[config.mk]
export PLATFORM = sky130hd
export DESIGN_NAME = sequence_player
export DESIGN_NICKNAME = d
export VERILOG_FILES = /design/src/rtl/sequence_player.sv
export SDC_FILE = /design/constraint.sdc
export NUM_CORES = 1
export LEC_CHECK = 0
export CORE_ASPECT_RATIO = 1.75
export CORE_MARGIN = 5
export CORE_UTILIZATION = 40
export DETAILED_ROUTE_END_ITERATION = 6
export GPL_ROUTABILITY_DRIVEN = 0
export SLEW_MARGIN = 20
export SYNTH_ARGS = -nofsm -noshare
export SYNTH_HDL_FRONTEND = slang
export SYNTH_SLANG_ARGS = --single-unit
[constraint.sdc]
create_clock -name clk -period 3.8 [get_ports clk]
set_input_delay 0.76 -clock clk [delete_from_list [all_inputs] [get_ports clk]]
set_output_delay 0.76 -clock clk [all_outputs]
set_load 0.02 [all_outputs]
[src/rtl/sequence_player.sv]
// sequence_player
// Plays the first (round_ctr+1) colours of a packed colour sequence, one at a
// time. Each colour is lit for an ON phase, optionally followed by a dark GAP
// phase. The sequence, length and phase durations are snapshotted at start, so
// the game FSM may change its inputs while playback is running.
//
// Ports
//   clk              in   rising-edge clock
//   rst_player       in   synchronous active-high reset
//   en_player        in   start request; re-armed by any cycle with en low
//   abort_player     in   stop playback at the next edge (no complete pulse)
//   seq_in_player    in   colours packed LSB-first, colour i at [i*COLOUR_W +: COLOUR_W]
//   round_ctr        in   N => play N+1 colours (clamped to MAX_LEN)
//   speed            in   phase durations are base >> speed
//   colour_bus       out  current colour, 0 while colour_oe is low
//   colour_oe        out  high during ON phases only
//   led_onehot       out  one-hot LED drive of colour_bus, 0 while dark
//   busy_player      out  high during ON or GAP
//   pos_player       out  index of the colour being played
//   complete_player  out  one-cycle pulse after the final ON phase
module sequence_player #(
  parameter int COLOUR_W   = 2,
  parameter int MAX_LEN    = 16,
  parameter int ON_CYCLES  = 5_000_000,
  parameter int GAP_CYCLES = 1_000_000,
  localparam int NUM_COLOURS = 2 ** COLOUR_W,
  localparam int LEN_W       = $clog2(MAX_LEN)
) (
  input  logic                          clk,
  input  logic                          rst_player,
  input  logic                          en_player,
  input  logic                          abort_player,
  input  logic [MAX_LEN*COLOUR_W-1:0]   seq_in_player,
  input  logic [LEN_W-1:0]              round_ctr,
  input  logic [1:0]                    speed,
  output logic [COLOUR_W-1:0]           colour_bus,
  output logic                          colour_oe,
  output logic [NUM_COLOURS-1:0]        led_onehot,
  output logic                          busy_player,
  output logic [LEN_W-1:0]              pos_player,
  output logic                          complete_player
);

  localparam int MAX_DUR = (ON_CYCLES > GAP_CYCLES) ? ON_CYCLES : GAP_CYCLES;
  localparam int CNT_W   = $clog2(MAX_DUR + 1);
  localparam logic [CNT_W-1:0] ON_BASE  = CNT_W'(ON_CYCLES);
  localparam logic [CNT_W-1:0] GAP_BASE = CNT_W'(GAP_CYCLES);
  localparam logic [LEN_W-1:0] LAST_POS = LEN_W'(MAX_LEN - 1);

  typedef enum logic [1:0] {S_IDLE, S_ON, S_GAP} state_t;

  state_t                        state_reg, state_next;
  logic                          armed_reg, armed_next;
  logic [LEN_W-1:0]              len_reg, len_next;
  logic [MAX_LEN*COLOUR_W-1:0]   seq_reg, seq_next;
  logic [CNT_W-1:0]              on_reg, on_next;
  logic [CNT_W-1:0]              gap_reg, gap_next;
  logic [CNT_W-1:0]              cnt_reg, cnt_next;
  logic [LEN_W-1:0]              pos_reg, pos_next;
  logic [COLOUR_W-1:0]           bus_reg, bus_next;
  logic                          oe_reg, oe_next;
  logic                          busy_reg, busy_next;
  logic                          complete_reg, complete_next;
  logic [NUM_COLOURS-1:0]        led_reg, led_next;

  // Snapshotted sequence viewed as an array of colours.
  logic [COLOUR_W-1:0] colour_arr [MAX_LEN];
  genvar gi;
  generate
    for (gi = 0; gi < MAX_LEN; gi++) begin : g_colour
      assign colour_arr[gi] = seq_reg[gi*COLOUR_W +: COLOUR_W];
    end
  endgenerate

  logic [LEN_W-1:0] pos_inc;
  logic [CNT_W-1:0] on_shift;
  logic [CNT_W-1:0] on_dur;
  logic [LEN_W-1:0] len_clamp;

  assign pos_inc  = pos_reg + 1'b1;
  assign on_shift = ON_BASE >> speed;
  // A colour is always lit for at least one cycle, even at top speed.
  assign on_dur   = (on_shift == '0) ? CNT_W'(1) : on_shift;
  // Widened compare so the clamp stays meaningful for non-power-of-two MAX_LEN.
  assign len_clamp = (32'(round_ctr) > 32'(MAX_LEN - 1)) ? LAST_POS : round_ctr;

  always_comb begin
    state_next    = state_reg;
    armed_next    = armed_reg | ~en_player;
    len_next      = len_reg;
    seq_next      = seq_reg;
    on_next       = on_reg;
    gap_next      = gap_reg;
    cnt_next      = cnt_reg;
    pos_next      = pos_reg;
    bus_next      = bus_reg;
    oe_next       = oe_reg;
    busy_next     = busy_reg;
    complete_next = 1'b0;

    case (state_reg)
      S_IDLE: begin
        if (armed_reg && en_player) begin
          state_next = S_ON;
          armed_next = 1'b0;
          len_next   = len_clamp;
          seq_next   = seq_in_player;
          on_next    = on_dur;
          gap_next   = GAP_BASE >> speed;
          cnt_next   = '0;
          pos_next   = '0;
          bus_next   = seq_in_player[COLOUR_W-1:0];
          oe_next    = 1'b1;
          busy_next  = 1'b1;
        end
      end

      S_ON: begin
        if (abort_player) begin
          state_next = S_IDLE;
          cnt_next   = '0;
          bus_next   = '0;
          oe_next    = 1'b0;
          busy_next  = 1'b0;
        end else if (cnt_reg == on_reg - 1'b1) begin
          cnt_next = '0;
          if (pos_reg == len_reg) begin
            state_next    = S_IDLE;
            bus_next      = '0;
            oe_next       = 1'b0;
            busy_next     = 1'b0;
            complete_next = 1'b1;
          end else if (gap_reg == '0) begin
            // Zero-length gap: step straight to the next colour, LED stays lit.
            pos_next = pos_inc;
            bus_next = colour_arr[pos_inc];
          end else begin
            state_next = S_GAP;
            bus_next   = '0;
            oe_next    = 1'b0;
          end
        end else begin
          cnt_next = cnt_reg + 1'b1;
        end
      end

      S_GAP: begin
        if (abort_player) begin
          state_next = S_IDLE;
          cnt_next   = '0;
          bus_next   = '0;
          oe_next    = 1'b0;
          busy_next  = 1'b0;
        end else if (cnt_reg == gap_reg - 1'b1) begin
          state_next = S_ON;
          cnt_next   = '0;
          pos_next   = pos_inc;
          bus_next   = colour_arr[pos_inc];
          oe_next    = 1'b1;
        end else begin
          cnt_next = cnt_reg + 1'b1;
        end
      end

      default: begin
        state_next = S_IDLE;
        bus_next   = '0;
        oe_next    = 1'b0;
        busy_next  = 1'b0;
      end
    endcase

    // Derived from next-state values so the LEDs line up with colour_bus.
    led_next = oe_next ? (NUM_COLOURS'(1) << bus_next) : '0;
  end

  always_ff @(posedge clk) begin
    if (rst_player) begin
      state_reg    <= S_IDLE;
      armed_reg    <= 1'b1;
      len_reg      <= '0;
      seq_reg      <= '0;
      on_reg       <= '0;
      gap_reg      <= '0;
      cnt_reg      <= '0;
      pos_reg      <= '0;
      bus_reg      <= '0;
      oe_reg       <= 1'b0;
      busy_reg     <= 1'b0;
      complete_reg <= 1'b0;
      led_reg      <= '0;
    end else begin
      state_reg    <= state_next;
      armed_reg    <= armed_next;
      len_reg      <= len_next;
      seq_reg      <= seq_next;
      on_reg       <= on_next;
      gap_reg      <= gap_next;
      cnt_reg      <= cnt_next;
      pos_reg      <= pos_next;
      bus_reg      <= bus_next;
      oe_reg       <= oe_next;
      busy_reg     <= busy_next;
      complete_reg <= complete_next;
      led_reg      <= led_next;
    end
  end

  assign colour_bus      = bus_reg;
  assign colour_oe       = oe_reg;
  assign led_onehot      = led_reg;
  assign busy_player     = busy_reg;
  assign pos_player      = pos_reg;
  assign complete_player = complete_reg;

endmodule

==> reports/qor.csv, run 1 <==
metric,value,unit
fin_ws,0.2873,ns
grt_usage,19.56,%
ys.warnings.count,0,
coreArea,13840,um2
die_area,16630,um2
tightest_slew,0.7490,ns
synth_cells,704,
syn_to_final_growth,19.30,%
critPathArrivalTime,3.74,ns
yosysTopAreaCellShare,33.44,%
syn_nets,762,
finalCritPeriodShare,92.44,%
status,"finished, final reports clean",
vias,5229,
worstHoldPathCells,2,
largest_reg_flops,32,
ff2ff_setup_slack,0.29,ns
synth_top_flop_cell,dfxtp_1,
postCtsSetupBuffers,0,
row_count,57,
total_power,3617,uW
maxCapViolCount,0,
worstPathRequired,4.03,ns
wl,16.03,mm
synth_common_cells,"nand2_1, dfxtp_1, a21oi_1, clkbuf_1, xnor2_1",
setup_viol,0,
cts_buffer_depth,2,
n_fill_cell,1377,
place_ws,0.3100,ns
rsz0062_at_grt,no,
num-nets-final,797,
cts_root_buffer,clkbuf_16,
start_kind,flip-flop,
reg2reg_to,cnt_reg[5],
io_pins,55,
path_max_fanout,9,
cts_num_sinks,94,
end_kind,flip-flop,
synth_cell_types,71,
cts.hold.buffers_added,0,
r2r_cells,11,
powerDensity,538.8,nW/um2
relSlewSlack,49.65,%
cellLeakagePower,0.002427,uW
wl_per_cell,17.42,um
holdPathEnd,seq_reg[9],
maxSlewViolCount,0,
reg2reg_from,gap_reg[12],
dr.pass1.iters,6,
drt-initial-drc-count,325,
synth_area_per_cell,7.992,um2
post-route-min-period,3.513,ns
dp_hpwl,12.16,mm
grt_pass1_vias,5229,
io_buffers,54,
regArea,1882,um2
grt_pass1_wl,26.08,mm
drc_errors,0,
synthArstFlopShare,0,%
yosys-top-cells-area,"dfxtp_1, nand2_1, a21oi_1",
yosysSeqAreaShare,33.44,%
clock_skew,0.01201,ns
cts_resized,0,
drive_above_1_share,9.960,%
cp-startpoint,gap_reg[12],
htree_levels,3,
hold_start,seq_reg[9],
ant_nets,0,
synth_top_area_cell,dfxtp_1,
ir_drop,0.2486,mV
numCtsBuffers,9,
grt-ovfl-total,0,
synth_edf_count,0,
synthesis.area,5627,um2
synth_seq_cells,94,
cts.reportedPaths.clkPinSlew,0.07,ns
min_path_type,reg2reg,
fin_tns_setup,0,ns
multi_input_area,3460,um2
die-width,99.66,um
grt_start_max_net_pins,65,
fmax,0.2847,GHz
critical_path_class,reg2reg,
diodes,0,
post-synth-top-count-cell,nand2_1,
start_util,40.67,%
viasPerCell,5.684,
clk_latency,0.35,ns
antenna_found_initial,0,
cts_tree,built,
hold_viol,0,
fp.dieH,166.9,um
[stage by stage]
stage                     cell area (um2)  instances  utilization, %  hold slack [ns]
after floorplan                      5627        704               -           0.4331
after global placement               6364        905           45.99           0.4418
after detailed placement             6364        905           45.99           0.4464
after CTS                            6706        920           48.47           0.4559
after global routing                 6713        920           48.52           0.4743
final                                6713        920           48.52           0.4551
[cells in the final DEF (no fill, tap or decap), types with 10 or more instances in the layout]
cell type,netlist,routed
ha_1,16,16
nand2_1,136,136
a211oi_1,10,10
xor2_1,21,21
mux2i_1,11,11
nor3_1,17,17
dfxtp_1,94,94
xnor2_1,35,35
o21ai_0,17,17
nor4_1,11,10
nor2_1,31,31
a21oi_1,62,62
inv_1,15,15
buf_4,0,26
o21ai_1,14,14
nand3_1,30,30
clkdlybuf4s50_1,0,53
[power by group]
group          switching, uW  internal [uW]
clock                    410            647
sequential               131           1110
combinational            750            574
[metal layers]
metal  GRT usage (%)  vias to the layer above  share of wire (%)
met5               0                        -                  0
met2           35.28                      200                 52
met4           12.90                        0                6.1
met1           20.13                     2413                 37
li1                -                     2545                  -
met3           3.516                       71                4.9
[worst max-delay path by stage]
stage	endpoint	slack (ns)
floorplan	led_onehot[0]	0.39
global placement	led_onehot[0]	0.40
finish	cnt_reg[5]	0.29
detailed placement	cnt_reg[5]	0.31
global route	led_onehot[1]	0.005
CTS	cnt_reg[5]	0.24
[critical path: stages, from the launching register on]
cell and delay, ns:
dfxtp_1 0.33, buf_4 0.17, nor4_2 0.64, a41oi_1 0.26, xnor2_1 0.17, a2111oi_0 0.51, nand4_1 0.21, buf_4 0.20
o21ai_2 0.28, a21oi_2 0.12, buf_4 0.18, a221o_1 0.30
[cell type report]
| class | count | area share [%] |
|---|---|---|
| Tap cell | 177 | 3.299 |
| Multi-Input combinational cell | 538 | 51.54 |
| Sequential cell | 94 | 28.03 |
| Timing Repair Buffer | 81 | 11.18 |
| Clock inverter | 6 | 1.752 |
| Clock buffer | 9 | 3.355 |
| Inverter | 15 | 0.8388 |
[cell families (layout without fill, tap and decap cells)]
logic type      Yosys count  count (layout)  share of synthesized area, %
mux                      24              24                         6.160
buf+inv                  72             111                         5.203
xor+xnor                 56              56                         8.717
simple gates            286             286                         25.02
flops                    94              94                         33.44
fa+ha+maj                16              16                         3.558
compound gates          156             156                         17.90
Power figures use the tool's default switching activity.
==> run 2: changes to the inputs <==
--- a/config.mk
+++ b/config.mk
@@ -7,7 +7,7 @@
 export LEC_CHECK = 0
 export CORE_ASPECT_RATIO = 1.75
 export CORE_MARGIN = 5
-export CORE_UTILIZATION = 40
+export CORE_UTILIZATION = 31
 export DETAILED_ROUTE_END_ITERATION = 6
 export GPL_ROUTABILITY_DRIVEN = 0
 export SLEW_MARGIN = 20
==> reports/qor.csv, run 2 (synthesis gave the netlist of run 1 again) <==
metric,value,unit,change
io_pins,55,,unchanged
place_ws,0.3022,ns,-0.007811 ns
vias,5140,,-1.7%
dp_hpwl,12.32,mm,+1.3%
fmax,0.2804,GHz,-1.5%
path_max_fanout,11,,+2
dp_cells,958,,+5.9%
post-route-min-period,3.566,ns,+0.05343 ns
htree_levels,3,,unchanged
ff2ff_setup_slack,0.23,ns,-0.05 ns
cts_buffer_depth,2,,unchanged
setup_viol,0,,unchanged
maxSlewViolCount,0,,unchanged
viasPerCell,5.277,,-7.2%
hold_start,seq_reg[24],,
syn_to_final_growth,19.48,%,
min_path_type,reg2reg,,
drive_above_1_share,9.595,%,-0.37 points
start_util,31.31,%,-9.4 points
ir_drop,0.2493,mV,+0.26%
powerDensity,524.0,nW/um2,-2.8%
worstPathRequired,4.05,ns,+0.02 ns
cts_num_sinks,94,,unchanged
num-nets-final,793,,-0.50%
worstHoldPathCells,2,,unchanged
die-width,111.8,um,+12%
layoutNonFillerInstCount,974,,+5.9%
maxCapViolCount,0,,unchanged
slowest_delay,0.74,ns,+0.10 ns
cts.reportedPaths.clkPinSlew,0.07,ns,about the same
fin_tns_setup,0,ns,unchanged
reg2reg_to,cnt_reg[5],,
diodes,0,,unchanged
clock_skew,0.007398,ns,-0.004614 ns
wl_per_cell,16.39,um,-5.9%
r2r_cells,10,,-1
critical_path_class,reg2reg,,
holdPathEnd,seq_reg[24],,
grt-ovfl-total,0,,unchanged
grt_pass1_vias,5015,,-4.1%
io_buffers,54,,unchanged
fp.dieH,188.2,um,+13%
wl,15.97,mm,-0.38%
layout_common_cells,"nand2_1, dfxtp_1, a21oi_1, clkdlybuf4s50_1, xnor2_1",,
timing.hold.ws,0.4518,ns,-0.003325 ns
status,"finished, final reports clean",,
n_fill_cell,1802,,+31%
cellLeakagePower,0.002390,uW,-1.5%
clk_latency,0.35,ns,about the same
critPathSlowestCell,nor4_2,,
cts.hold.buffers_added,0,,unchanged
end_kind,flip-flop,,
cts_tree,built,,
path_cells,"nor4_2, a41oi_1, xnor2_1, a2111oi_0, nand4_1, buf_4, o21ai_2, a21oi_2, and3_1, a221o_1",,
grt_pass1_wl,25.61,mm,-1.8%
hold_viol,0,,unchanged
cts_root_buffer,clkbuf_16,,
fin_ws,0.2339,ns,-0.05343 ns
coreArea,17970,um2,+30%
start_kind,flip-flop,,
critPathArrivalTime,3.81,ns,+0.07 ns
drt-initial-drc-count,255,,-22%
ant_nets,0,,unchanged
numCtsBuffers,9,,unchanged
grt_usage,15.19,%,-4.4 points
final_common_cell,nand2_1,,
die_area,21050,um2,+27%
drc_errors,0,,unchanged
reg2reg_from,on_reg[17],,
finalCritPeriodShare,93.85,%,+1.4 points
tightest_slew,0.7818,ns,+0.03271 ns
antenna_found_initial,0,,unchanged
largest_reg_flops,32,,unchanged
dr.pass1.iters,4,,-2
relSlewSlack,47.45,%,-2.2 points
row_count,65,,+14%
grt_start_max_net_pins,60,,-7.7%
==> run 2: cell count changes in the layout (fill, tap and decap cells not counted), sizes merged <==
cell,previous run,this run
clkinv,0,2
clkinvlp,1,0
bufinv,3,2
inv,17,16
buf,28,24
clkbuf,9,11
==> run 2: worst max-delay path: cells and delay by family, from the launching register on <==
kind            cells  cell delay (ns)
simple gates        3             1.19
compound gates      5             1.45
flops               1             0.43
xor+xnor            1             0.18
buf+inv             1             0.21
==> run 2: worst max-delay path by stage <==
stage                      from             to  slack, ns  depth (start not counted)
finish               on_reg[17]     cnt_reg[5]       0.23                         10
detailed placement  gap_reg[12]     cnt_reg[5]       0.30                         12
CTS                 gap_reg[12]  led_onehot[1]       0.24                         12
global placement     on_reg[17]     cnt_reg[5]       0.31                         10
floorplan           gap_reg[12]  led_onehot[0]       0.39                         14
global route        gap_reg[12]    cnt_reg[12]      -0.01                         13
==> run 2: stage by stage <==
step	utilization, %	power [uW]	instance area (um2)
2_1_floorplan	-	2173	5627
3_3_place_gp	35.57	2558	6392
3_5_place_dp	35.57	2566	6392
4_1_cts	37.32	3547	6708
5_1_grt	37.40	3732	6723
6_report	37.40	3522	6723
==> run 2: final cells by class <==
cell class              instances  area, um2  share of cell area, %
well taps                     234      292.8                  4.355
clock buffers                  11      232.7                  3.462
flip-flops and latches         94       1882                  27.99
repair buffers                 77      708.2                  10.53
inverters                      15      56.30                 0.8375
multi-input cells             538       3468                  51.59
clock inverters                 5      82.58                  1.228
==> run 2: per-layer routing <==
metal / wire length [um] / vias up / track usage (%) / share of wire, %
met5: 0 / - / 0 / 0
met4: 929 / 0 / 10.12 / 5.8
met3: 605 / 54 / 2.924 / 3.8
met2: 8856 / 142 / 28.81 / 55
met1: 5576 / 2404 / 14.49 / 35
li1: - / 2540 / - / -
==> run 2: where the power goes <==
group / total (uW) / switching [uW] / internal (uW) / leakage, uW
Clock: 973 / 393 / 579 / 0.000154
Sequential: 1230 / 128 / 1110 / 0.000767
Combinational: 1320 / 751 / 565 / 0.00147
==> run 2: what timing repair did <==
| action | in CTS | in global routing |
|---|---|---|
| hold endpoints to repair | 0 | 0 |
| buffers inserted | 0 | 0 |
| endpoints found under the setup margin | 0 | 4 |
| resized for setup | 0 | 4 |
==> run 3: changes to the inputs <==
--- a/config.mk
+++ b/config.mk
@@ -9,7 +9,7 @@
 export CORE_MARGIN = 5
 export CORE_UTILIZATION = 31
 export DETAILED_ROUTE_END_ITERATION = 6
-export GPL_ROUTABILITY_DRIVEN = 0
+export MAX_ROUTING_LAYER = met4
 export SLEW_MARGIN = 20
 export SYNTH_ARGS = -nofsm -noshare
 export SYNTH_HDL_FRONTEND = slang
==> reports/qor.csv, run 3 (synthesis gave the netlist of run 1 again) <==
metric,value,unit,change
layout_common_cells,"nand2_1, dfxtp_1, a21oi_1, clkdlybuf4s50_1, xnor2_1",,
cts.reportedPaths.clkPinSlew,0.07,ns,about the same
post-route-min-period,3.540,ns,-0.02638 ns
reg2reg_to,cnt_reg[5],,
drt-initial-drc-count,223,,-13%
grt_usage,15.27,%,+0.073 points
numCtsBuffers,9,,unchanged
fp.dieH,188.2,um,unchanged
die-width,111.8,um,unchanged
dp_hpwl,12.07,mm,-2.1%
maxSlewViolCount,0,,unchanged
io_pins,55,,unchanged
clk_latency,0.35,ns,about the same
path_max_fanout,7,,-4
path_cells,"inv_1, ha_1, and2_1, o311ai_0, buf_4, or4b_4, o31ai_4, a21oi_2, and3_1, a221o_1",,
regArea,1882,um2,unchanged
multi_input_area,3477,um2,+0.25%
start_kind,flip-flop,,
vias,5059,,-1.6%
coreArea,17970,um2,unchanged
holdPathEnd,seq_reg[27],,
hold_start,seq_reg[27],,
fin_tns_setup,0,ns,unchanged
r2r_cells,10,,unchanged
finalCritPeriodShare,93.15,%,-0.69 points
status,"finished, final reports clean",,
reg2reg_from,gap_reg[11],,
worstPathRequired,4.03,ns,-0.02 ns
min_path_type,reg2reg,,
critPathArrivalTime,3.77,ns,-0.04 ns
powerDensity,504.9,nW/um2,-3.6%
grt_start_max_net_pins,65,,+8.3%
row_count,65,,unchanged
ff2ff_setup_slack,0.26,ns,+0.03 ns
maxCapViolCount,0,,unchanged
cellLeakagePower,0.002370,uW,-0.83%
diodes,0,,unchanged
largest_reg_flops,32,,unchanged
total_power,3377,uW,-4.1%
final_common_cell,nand2_1,,
ant_nets,0,,unchanged
drive_above_1_share,9.621,%,+0.026 points
postCtsSetupBuffers,0,,unchanged
viasPerCell,5.205,,-1.4%
cts_tree,built,,
wl,15.53,mm,-2.7%
cts_num_sinks,94,,unchanged
relSlewSlack,54.97,%,+7.5 points
io_buffers,54,,unchanged
grt_pass1_wl,25.36,mm,-0.97%
place.gp.congestion,0.9103,,
start_util,31.31,%,unchanged
ir_drop,0.2476,mV,-0.65%
clock_skew,0.006909,ns,-0.0004890 ns
critical_path_class,reg2reg,,
antenna_found_initial,0,,unchanged
die_area,21050,um2,unchanged
drc_errors,0,,unchanged
fmax,0.2825,GHz,+0.75%
syn_to_final_growth,18.88,%,
tightest_slew,0.6754,ns,-0.1063 ns
grt-ovfl-total,0,,unchanged
num-nets-final,793,,unchanged
rsz0062_at_grt,no,,
wl_per_cell,15.98,um,-2.5%
cts_root_buffer,clkbuf_16,,
cts.hold.buffers_added,0,,unchanged
dr.pass1.iters,6,,+2
grt_pass1_vias,5049,,+0.68%
critPathSlowestCell,o311ai_0,,
end_kind,flip-flop,,
cts_buffer_depth,2,,unchanged
slowest_delay,0.53,ns,-0.21 ns
hold_viol,0,,unchanged
setup_viol,0,,unchanged
n_fill_cell,1817,,+0.83%
worstHoldPathCells,2,,unchanged
htree_levels,3,,unchanged
==> run 3: power by group <==
group | total [uW] | switching [uW] | internal, uW
clock | 824 | 386 | 438
sequential | 1230 | 121 | 1110
combinational | 1330 | 751 | 575
total | 3380 | 1260 | 2120
==> run 3: layer usage <==
metal / track usage (%) / wire length, um / up-vias
li1: - / - / 2540
met1: 14.88 / 5642 / 2342
met2: 28.37 / 8676 / 129
met3: 1.864 / 479 / 48
met4: 9.133 / 734 / 0
met5: - / 0 / -
==> run 3: worst max path at each step <==
stage,start,end,slack [ns],cells past startpoint
2_1_floorplan,gap_reg[12],led_onehot[0],0.39,14
3_3_place_gp,on_reg[0],cnt_reg[5],0.29,10
3_5_place_dp,on_reg[0],cnt_reg[5],0.19,10
4_1_cts,on_reg[0],cnt_reg[5],0.12,10
5_1_grt,gap_reg[11],led_onehot[2],0.01,11
6_report,gap_reg[11],cnt_reg[5],0.26,10
==> run 3: timing repair <==
action	4_1_cts	5_1_grt
hold endpoints to repair	0	0
gates resized for setup	0	5
endpoints found under the setup margin	0	29
==> run 3: cell type report <==
class                           instances  share of cell area, %
Timing Repair Buffer                   77                  10.77
Multi-Input combinational cell        538                  51.98
Tap cell                              234                  4.377
Inverter                               15                 0.8418
Clock inverter                          5                 0.5238
Clock buffer                            9                  3.367
Sequential cell                        94                  28.13
==> run 3: metrics by stage <==
stage	setup WS, ns	area [um2]	instances	utilization (%)	hold slack (ns)
3_5_place_dp	0.1891	6405	958	35.64	0.4472
2_1_floorplan	0.3914	5627	704	-	0.4331
3_3_place_gp	0.2925	6405	958	35.64	0.4407
6_report	0.2603	6689	972	37.22	0.4549
4_1_cts	0.1178	6665	972	37.08	0.4565
5_1_grt	0.01286	6689	972	37.22	0.4732
==> run 3: critical path, delay by kind of cell (launching register included) <==
family | cells | cell delay (ns)
and+or+nand+nor | 3 | 0.93
DFF | 1 | 0.36
adders and majority gates | 1 | 0.30
buffers and inverters | 2 | 0.32
AOI/OAI and AO/OA | 4 | 1.50
